### config.mk
export PLATFORM = sky130hd
export DESIGN_NAME = imem_boot_loader
export DESIGN_NICKNAME = d
export VERILOG_FILES = /design/src/rtl/imem_boot_loader.sv
export SDC_FILE = /design/constraint.sdc
export NUM_CORES = 1
export LEC_CHECK = 0
export BUFFER_PORTS_ARGS = -buffer_cell sky130_fd_sc_hd__buf_2
export CAP_MARGIN = 20
export CORE_UTILIZATION = 40
export DETAILED_ROUTE_END_ITERATION = 6
export SLEW_MARGIN = 20
export SYNTH_ARGS = -nofsm -noshare
export SYNTH_HDL_FRONTEND = slang
export SYNTH_SLANG_ARGS = --single-unit
### constraint.sdc
create_clock -name clk -period 4.1 [get_ports clk]
set_input_delay 0.615 -clock clk [delete_from_list [all_inputs] [get_ports clk]]
set_output_delay 0.615 -clock clk [all_outputs]
set_load 0.05 [all_outputs]
### src/rtl/imem_boot_loader.sv
// Boot loader: length-prefixed byte stream -> sequential big-endian IMEM word writes, then releases the core.
// Define BOOT_CHECKSUM_EN to require a trailing XOR checksum byte before cpu_run is granted.
module imem_boot_loader #(
  parameter int unsigned ADDR_W = 8
) (
  input  logic              clk,
  input  logic              reset,
  input  logic [7:0]        in_data,
  input  logic              in_valid,
  output logic              in_ready,
  output logic              imem_we,
  output logic [ADDR_W-1:0] imem_addr,
  output logic [31:0]       imem_wdata,
  output logic              cpu_run,
  output logic              busy,
  output logic              error,
  output logic [ADDR_W:0]   words_loaded
);
  localparam int unsigned CNT_W     = ADDR_W + 1;
  localparam int unsigned MAX_WORDS = 2 ** ADDR_W;

  typedef enum logic [2:0] {
    HDR_HI = 3'd0,
    HDR_LO = 3'd1,
    DATA   = 3'd2,
    DONE   = 3'd3,
`ifdef BOOT_CHECKSUM_EN
    CHK    = 3'd5,
`endif
    ERR    = 3'd4
  } state_t;

  // State entered once the payload (possibly empty) has been fully received.
`ifdef BOOT_CHECKSUM_EN
  localparam state_t PAY_END = CHK;
`else
  localparam state_t PAY_END = DONE;
`endif

  state_t            state_q, state_d;
  logic [7:0]        hdr_hi_q, hdr_hi_d;
  logic [15:0]       len_q, len_d;
  logic [1:0]        bcnt_q, bcnt_d;
  logic [23:0]       asm_q, asm_d;
`ifdef BOOT_CHECKSUM_EN
  logic [7:0]        csum_q, csum_d;
`endif
  logic              in_ready_d, we_d, run_d, busy_d, error_d;
  logic [ADDR_W-1:0] addr_d;
  logic [31:0]       wdata_d;
  logic [ADDR_W:0]   wl_d;
  logic              accept;

  assign accept = in_valid && in_ready;

  // Next-state and next-output logic; all outputs are registered from these.
  always_comb begin
    state_d  = state_q;
    hdr_hi_d = hdr_hi_q;
    len_d    = len_q;
    bcnt_d   = bcnt_q;
    asm_d    = asm_q;
    wl_d     = words_loaded;
    addr_d   = imem_addr;
    wdata_d  = imem_wdata;
    we_d     = 1'b0;
`ifdef BOOT_CHECKSUM_EN
    csum_d   = csum_q;
`endif
    if (accept) begin
`ifdef BOOT_CHECKSUM_EN
      csum_d = csum_q ^ in_data;
`endif
      case (state_q)
        HDR_HI: begin
          hdr_hi_d = in_data;
          state_d  = HDR_LO;
        end
        HDR_LO: begin
          len_d = {hdr_hi_q, in_data};
          if (len_d == 16'd0)                       state_d = PAY_END;
          else if (17'(len_d) > 17'(MAX_WORDS))     state_d = ERR;
          else                                      state_d = DATA;
        end
        DATA: begin
          bcnt_d = bcnt_q + 2'd1;
          asm_d  = {asm_q[15:0], in_data};
          if (bcnt_q == 2'd3) begin
            we_d    = 1'b1;
            addr_d  = words_loaded[ADDR_W-1:0];
            wdata_d = {asm_q, in_data};
            wl_d    = words_loaded + CNT_W'(1);
            if (16'(wl_d) == len_q) state_d = PAY_END;
          end
        end
`ifdef BOOT_CHECKSUM_EN
        CHK: state_d = (in_data == csum_q) ? DONE : ERR;
`endif
        default: state_d = state_q;
      endcase
    end
    in_ready_d = (state_d != DONE) && (state_d != ERR);
    busy_d     = in_ready_d && (state_d != HDR_HI);
    error_d    = (state_d == ERR);
    run_d      = (state_q == DONE);
  end

  // State, datapath and output registers.
  always_ff @(posedge clk or negedge reset) begin
    if (!reset) begin
      state_q      <= HDR_HI;
      hdr_hi_q     <= 8'd0;
      len_q        <= 16'd0;
      bcnt_q       <= 2'd0;
      asm_q        <= 24'd0;
`ifdef BOOT_CHECKSUM_EN
      csum_q       <= 8'd0;
`endif
      in_ready     <= 1'b0;
      imem_we      <= 1'b0;
      imem_addr    <= '0;
      imem_wdata   <= 32'd0;
      cpu_run      <= 1'b0;
      busy         <= 1'b0;
      error        <= 1'b0;
      words_loaded <= '0;
    end else begin
      state_q      <= state_d;
      hdr_hi_q     <= hdr_hi_d;
      len_q        <= len_d;
      bcnt_q       <= bcnt_d;
      asm_q        <= asm_d;
`ifdef BOOT_CHECKSUM_EN
      csum_q       <= csum_d;
`endif
      in_ready     <= in_ready_d;
      imem_we      <= we_d;
      imem_addr    <= addr_d;
      imem_wdata   <= wdata_d;
      cpu_run      <= run_d;
      busy         <= busy_d;
      error        <= error_d;
      words_loaded <= wl_d;
    end
  end

endmodule

== After elaboration in Yosys (flattened, before gate mapping) ==
Index checks and enable logic that the tools add are counted.
Storage, ports and cells
  logic and storage cells: 43
  output and inout bits: 54
  input port bits: 11
  register bits: 107
Operators by class
  $lt $le $gt $ge: 1
  eq/ne operators: 8
  $add $sub $neg: 2
  reduce and logical (&&, ||, !) cells: 10
  mux-type cells: 9
Operators by type and width (count)
  $eq 9x16->1: 1
  $gt 16x9->1 const B: 1
  $logic_not 16->1: 1
  $mux 3: 5
  $add 9x1->9 const B: 1
  $pmux 3 s3: 1
  $eq 3x2->1 const B: 2
  $reduce_and 2->1: 3
  $eq 3x1->1 const B: 1
  $eq 3x3->1 const B: 1
  $logic_and 1x1->1: 3
  $logic_not 3->1: 1
  $mux 1: 3
  $ne 3x2->1 const B: 1
  $ne 3x3->1 const B: 1
  $reduce_and 3->1: 1
  $reduce_bool 3->1: 1
  $add 2x1->2 const B: 1
  $eq 2x2->1 const B: 1

== Depth between registers and ports, before layout ==
Gate-level depths: netlist (run 1).
  depth in word-level cells: 9
  depth in mapped cells: 8
  mapped depth without buffers: 7

== Least setup slack after synthesis (run 1) ==
Ideal clock, no wire load.
  kind: register to register
  start: register words_loaded[1]
  end: register in_ready
  required time: 3.975 ns
  arrival: 2.124 ns
  path buffers: 1
  stages on the path, launching flop included: 9
  setup slack: 1.851 ns
  setup time: 0.125 ns
  period minus slack after synthesis: 2.249 ns
  cell sequence: dfrtp_1 ha_1 buf_2 nand3b_1 o211ai_1 a21oi_1 nor4_1 a21o_2 mux2_4
On the way
  word-level cells in the longest chain between the ends: 8
  elaborated cells on any way between the ends: 9
  classes of those cells: add/sub (1); eq/ne (3); mux (4); reduce/logical (1)
RTL lines
  start, declared: line 17  | output logic [ADDR_W:0] words_loaded
  start signal, assigned: line 143  | words_loaded <= wl_d;
  $add 9x1->9 (*): line 92  | wl_d = words_loaded + CNT_W'(1);
  $eq 9x16->1 (*): line 93  | if (16'(wl_d) == len_q) state_d = PAY_END;
  $mux 3 (*): line 93
  $mux 3 (*): line 88  | if (bcnt_q == 2'd3) begin
  $pmux 3 s3 (*): line 74  | case (state_q)
  $mux 3 (*): line 70  | if (accept) begin
  net state_d[0]: line 40  | state_t state_q, state_d;
  $ne 3x2->1 / $ne 3x3->1 (equally long branches): line 102  | in_ready_d = (state_d != DONE) && (state_d != ERR);
  $logic_and 1x1->1 (*): line 102
  net in_ready_d: line 48  | logic in_ready_d, we_d, run_d, busy_d, error_d;
  end signal, assigned: line 136  | in_ready <= in_ready_d;
  end, declared: line 10  | output logic in_ready,
Mark *: on every way through the listed nets, which the timed path passes. The rest lies on a longest branch.
A chain may end at the register's enable or synchronous reset.

== Final worst setup path (run 1) ==
  start: register words_loaded[0]
  end: register in_ready
The elaborated chain is that of the path after synthesis.

==> flow_metrics.env, run 1 <==
export IMPL_die_y_um=107
export IMPL_rsz0062_at_grt="false"
export IMPL_max_freq_mhz=435
export IMPL_crit_path_max_fanout=12
export IMPL_finalHoldViolations=0
export IMPL_syn_avg_cell_area_um2=14.6
export IMPL_num_vias=2580
export IMPL_cts_buffers=9
export IMPL_grt_pass1_vias=2601
export IMPL_worstPathCellList="ha_1 > xor2_1 > o211ai_1 > a21oi_1 > nor4_1 > a21o_2 > mux2_4"
export IMPL_synth_top_area_cell="dfrtp_1"
export IMPL_floorplan_initialDensity_pct=42.0
export IMPL_tns_ps=0
export IMPL_yosysSeqAreaShare_pct=60.7
export IMPL_num_fill_cells=947
export IMPL_row_count=37
export IMPL_setup_viol=0
export IMPL_viasPerCell=5.11
export IMPL_routedWlPerCell_um=16.2
export IMPL_wirelength_mm=8.16
export IMPL_htree_num_levels=3
export IMPL_grt_max_degree=72
export IMPL_p_per_area_nw_per_um2=341
export IMPL_clkTransAtPathRegs_ps=100
export IMPL_cts_tree="built"
export IMPL_clock_latency_ps=360
export IMPL_finalCritPeriodShare_pct=56.1
export IMPL_synth_cells=303
export IMPL_firstDrtPassIters=4
export IMPL_crit_path_max_incr_delay_ps=560
export IMPL_synth_ff_type="dfrtp_1"
export IMPL_fp_dieW_um=107
export IMPL_overflow=0
export IMPL_layout_nets=378
export IMPL_skew_ps=5.35
export IMPL_min_period_ps=2300
export IMPL_synth_cell_type_count=43
export IMPL_setup_slack_ps=1800
export IMPL_hold_buffers=0
export IMPL_drc_errors=0
export IMPL_ir_drop_v=0.000204
export IMPL_portBuffers=64
export IMPL_p_leak_nw=2.67
export IMPL_rrSetupSlack_ps=1800
export IMPL_ant_nets=0
export IMPL_status="finished clean"
export IMPL_antenna_found_initial=0
export IMPL_die_area_um2=11500
export IMPL_synth_top_area_share_pct=60.7
export IMPL_pin_count=65
export IMPL_path_class="register to register"
export IMPL_core_um2=10500
export IMPL_cts_repair_resized=0
export IMPL_area_growth_pct=14.3
export IMPL_hold_class="input pin to asynchronous set/reset pin"
export IMPL_finalWeightedCongestion=0.761
export IMPL_worstRegToRegCells=7
export IMPL_path_depth=7
export IMPL_cp_end_kind="register"
export IMPL_maxSlewViolCount=0
export IMPL_diodes=0
export IMPL_grt_first_pass_wirelength_mm=13.7
export IMPL_syn_num_nets=316
export IMPL_clockRootBuffer="clkbuf_8"
export IMPL_cts_buffer_depth=2
export IMPL_dpl_hpwl_mm=5.53
export IMPL_critical_path_startpoint_type="register"
export IMPL_cts_sinks=107
export IMPL_critical_path_top_delay_family="flip-flops"
export IMPL_synth_warnings=0
export IMPL_synth_edff_count=0
export IMPL_slowest_stage="dfrtp_1"
export IMPL_dp_slack_ps=1790
export IMPL_maxSlewHeadroom_pct=35.1
export IMPL_maxCapViolations=0
export IMPL_synthTopCellsByArea="dfrtp_1 61%, mux2_2 23%, xnor2_1 3.0%, buf_2 1.5%, xor2_1 1.2%"
export IMPL_mostFrequentLayoutCells="107 x dfrtp_1, 90 x mux2_2, 63 x buf_2, 15 x xnor2_1, 10 x nand2_1"
export IMPL_drt_iter0_drc=112
export IMPL_critPathArrivalTime_ps=2550
export IMPL_synth_seq_cells=107
export IMPL_final_common_cell="dfrtp_1"
export IMPL_crit_required_ps=4350
export IMPL_ys_async_sr_fraction_pct=100
export IMPL_tightest_slew_ps=965
export IMPL_cts_setup_buffers=0
export IMPL_synth_area_um2=4410
export IMPL_cp_num_buf_inv=0
export IMPL_track_usage_pct=15.6
export IMPL_drive_above_1_share_pct=49.1
[area by class of cell]
class                      instances  area (µm²)  area share, %
timing repair buffer              68         353           6.99
inverter                           1        3.75         0.0744
clock inverter                     6        65.1           1.29
clock buffer                       9         124           2.46
tap                              136         170           3.37
sequential                       107        2680           53.1
multi-input combinational        178        1650           32.7
[through the flow]
step           cell area (µm²)  util, %  hold WS, ps  power, W  instances
2_1_floorplan             4410        -          319   0.00108        303
6_report                  5040     48.0          362   0.00172        505
5_1_grt                   5040     48.0          431   0.00178        505
3_5_place_dp              4860     46.2          467   0.00111        490
3_3_place_gp              4860     46.2          466   0.00111        490
4_1_cts                   5040     48.0          395   0.00175        505
[logic make-up (layout without fill, tap and decap cells)]
kind of cell,count (synthesis),count (layout),share of synthesized area [%]
adders and majority gates,2,2,0.567
buffers and inverters,18,84,1.93
DFF,107,107,60.7
xor gates and xnor gates,21,21,4.17
muxes,92,92,23.5
and+or+nand+nor,49,49,6.64
AOI/OAI and AO/OA,14,14,2.50
[synthesized netlist by cell type (2+ instances only)]
library cell,n
o211ai_1,2
mux2_2,90
nor2_1,6
and3b_1,2
dfrtp_1,107
xnor2_1,15
nand4_1,6
clkbuf_1,3
nand2_1,10
nor3_1,3
xor2_1,6
nor4_2,2
nand3_1,4
buf_2,13
nor4_1,5
ha_1,2
[power by group]
part	internal, W	switching (W)
Clock	0.000280	0.000349
Sequential	0.00105	0
Combinational	0.00000547	0.0000282
Total	0.00134	0.000377
[flip-flops by register name (all words and copies together), names as in the netlist]
name and count:
imem_addr 8, in_ready 1, imem_we 1, cpu_run 1
len_q 16, words_loaded 9, asm_q 24, imem_wdata 32
busy 1, state_q 3, error 1, bcnt_q 2
hdr_hi_q 8
[layer usage]
layer  routed length, µm  GRT usage [%]  vias up  share of wire [%]
li1                    -              -     1204                  -
met1                3880           21.9     1315                 48
met2                3830           23.5       53                 47
met3                 347           4.38        8                4.3
met4                  99           4.40        0                1.2
met5                   0              0        -                  0
[final timing paths]
kind	start	end
setup / recovery	words_loaded[0]	in_ready
hold reg to reg	bcnt_q[0]	bcnt_q[0]
hold / removal	reset	imem_addr[6]
setup reg to reg	words_loaded[0]	in_ready
max in group asynchronous	reset	imem_wdata[18]
min in group clk	bcnt_q[0]	bcnt_q[0]
(Power assumes the default switching activity.)
==> run 2: changes to the inputs <==
==> constraint.sdc (replaced) <==
create_clock -name clk -period 1.9 [get_ports clk]
set_input_delay 0.285 -clock clk [delete_from_list [all_inputs] [get_ports clk]]
set_output_delay 0.285 -clock clk [all_outputs]
set_load 0.05 [all_outputs]
==> flow_metrics.env, run 2 (same netlist as run 1, synthesis figures left out) <==
export IMPL_status="finished with violations"
export IMPL_violations="negative setup slack"
export IMPL_finalCritPeriodShare_pct=103
export IMPL_mostFrequentLayoutCells="100 x dfrtp_1, 90 x mux2_2, 63 x buf_2, 31 x buf_4, 15 x xnor2_1"
export IMPL_power_switching_w=0.000889
export IMPL_cts_sinks=107
export IMPL_area_growth_pct=21.7
export IMPL_track_usage_pct=15.9
export IMPL_fin_cells=538
export IMPL_clkTransAtPathRegs_ps=110
export IMPL_multi_input_area_um2=1680
export IMPL_die_area_um2=11500
export IMPL_pin_count=65
export IMPL_firstDrtPassIters=4
export IMPL_fp_dieW_um=107
export IMPL_path_class="register to register"
export IMPL_busiest_layer="met2"
export IMPL_p_comb_share_pct=2.6
export IMPL_finalWeightedCongestion=0.722
export IMPL_diodes=0
export IMPL_max_freq_mhz=511
export IMPL_tns_ps=-58.0
export IMPL_hp_start="in_data[0]"
export IMPL_critPathArrivalTime_ps=2210
export IMPL_drt_iter0_drc=106
export IMPL_grt_pass1_vias=2674
export IMPL_grt_use_met2_pct=24.1
export IMPL_crit_path_max_fanout=7
export IMPL_skew_ps=17.0
export IMPL_grtUsageMet3_pct=2.98
export IMPL_p_leak_nw=2.83
export IMPL_power_frac_seq_pct=61.4
export IMPL_top_regs="imem_wdata (32), asm_q (24), len_q (16)"
export IMPL_drive_above_1_share_pct=55.7
export IMPL_layout_nets=410
export IMPL_hold_class="input pin to register"
export IMPL_tightest_slew_ps=368
export IMPL_clockRootBuffer="clkbuf_8"
export IMPL_num_fill_cells=930
export IMPL_use_met1_pct=22.2
export IMPL_critical_path_startpoint_type="register"
export IMPL_p_sw_share_pct=24.0
export IMPL_setup_slack_ps=-56.0
export IMPL_routedWlPerCell_um=15.4
export IMPL_num_vias=2689
export IMPL_final_common_cell="dfrtp_1"
export IMPL_startpoint="words_loaded[1]"
export IMPL_cts_tree="built"
export IMPL_p_clk_share_pct=36.0
export IMPL_p_per_area_nw_per_um2=690
export IMPL_setup_viol=2
export IMPL_maxSlewViolCount=0
export IMPL_cts_buffer_depth=2
export IMPL_rsz0062_at_grt="true"
export IMPL_cp_end_kind="register"
export IMPL_p_int_w=0.00281
export IMPL_ant_nets=0
export IMPL_rr_startpoint="words_loaded[1]"
export IMPL_die_y_um=107
export IMPL_crit_required_ps=2150
export IMPL_wirelength_mm=8.29
export IMPL_top_register="imem_wdata"
export IMPL_core_um2=10500
export IMPL_maxCapViolations=0
export IMPL_htree_num_levels=3
export IMPL_cts_buffers=9
export IMPL_floorplan_initialDensity_pct=42.0
export IMPL_ir_drop_v=0.000444
export IMPL_antenna_found_initial=0
export IMPL_portBuffers=64
export IMPL_grt_max_degree=49
export IMPL_largest_reg_flops=32
export IMPL_finalHoldViolations=0
export IMPL_row_count=37
export IMPL_dpl_hpwl_mm=5.79
export IMPL_seq_area_um2=2690
export IMPL_drc_errors=0
export IMPL_min_period_ps=1960
export IMPL_viasPerCell=5.00
export IMPL_power_w=0.00370
export IMPL_grt_first_pass_wirelength_mm=13.8
export IMPL_clock_latency_ps=380
export IMPL_maxSlewHeadroom_pct=75.4
export IMPL_place_inst=518
export IMPL_overflow=0
## run 2: worst paths after layout
path                              endpoint  depth (start not counted)  slack (ps)
max                               in_ready                          7         -60
min                               asm_q[0]                          3         280
max in group asynchronous         in_ready                          3         950
min in group asynchronous  words_loaded[7]                          2         350
min reg2reg                      bcnt_q[0]                          1         490
max reg2reg                       in_ready                          7         -60
## run 2: power groups by stage
stage          combinational (W)  clock, W  sequential [W]
2_1_floorplan         0.00000144         0         0.00232
3_3_place_gp           0.0000984         0         0.00232
3_5_place_dp           0.0000999         0         0.00232
4_1_cts                 0.000102   0.00137         0.00228
5_1_grt                 0.000110   0.00145         0.00228
6_report               0.0000962   0.00133         0.00228
## run 2: layout make-up
| cell class | instances | area share [%] |
|---|---|---|
| Timing Repair Buffer | 100 | 11.9 |
| Sequential cell | 107 | 50.1 |
| Clock buffer | 10 | 2.38 |
| Clock inverter | 6 | 1.05 |
| Tap cell | 136 | 3.17 |
| Multi-Input combinational cell | 178 | 31.3 |
| Inverter | 1 | 0.0699 |
## run 2: stage by stage
step	hold WS [ps]	area [µm²]	util [%]	setup WS, ps
after CTS	277	5350	50.9	-75.0
after detailed placement	233	5130	48.8	-175
after floorplan	-10.6	4440	-	-81.2
final	284	5370	51.1	-56.0
after global routing	283	5370	51.1	-143
after global placement	221	5130	48.8	-156
## run 2: metal layers
metal,routed length [µm],vias to the layer above,share of wire [%]
met5,0,-,0
met4,158,0,1.9
met3,281,11,3.4
met2,3780,45,46
met1,4070,1355,49
li1,-,1278,-
## run 2: repair_timing
item	4_1_cts	5_1_grt
endpoints found under the hold margin	22	0
hold buffers	1	0
cloned	0	0
pin swaps	4	3
endpoints found under the setup margin	2	5
resized for setup	1	6
buffers inserted	3	0
## run 2: worst max-delay path: stages, from the launching register on
cell	delay, ps
dfrtp_4	500
ha_4	190
xor2_1	160
o211ai_1	160
a21oi_1	100
nor4_2	270
a21o_2	180
mux2_4	290
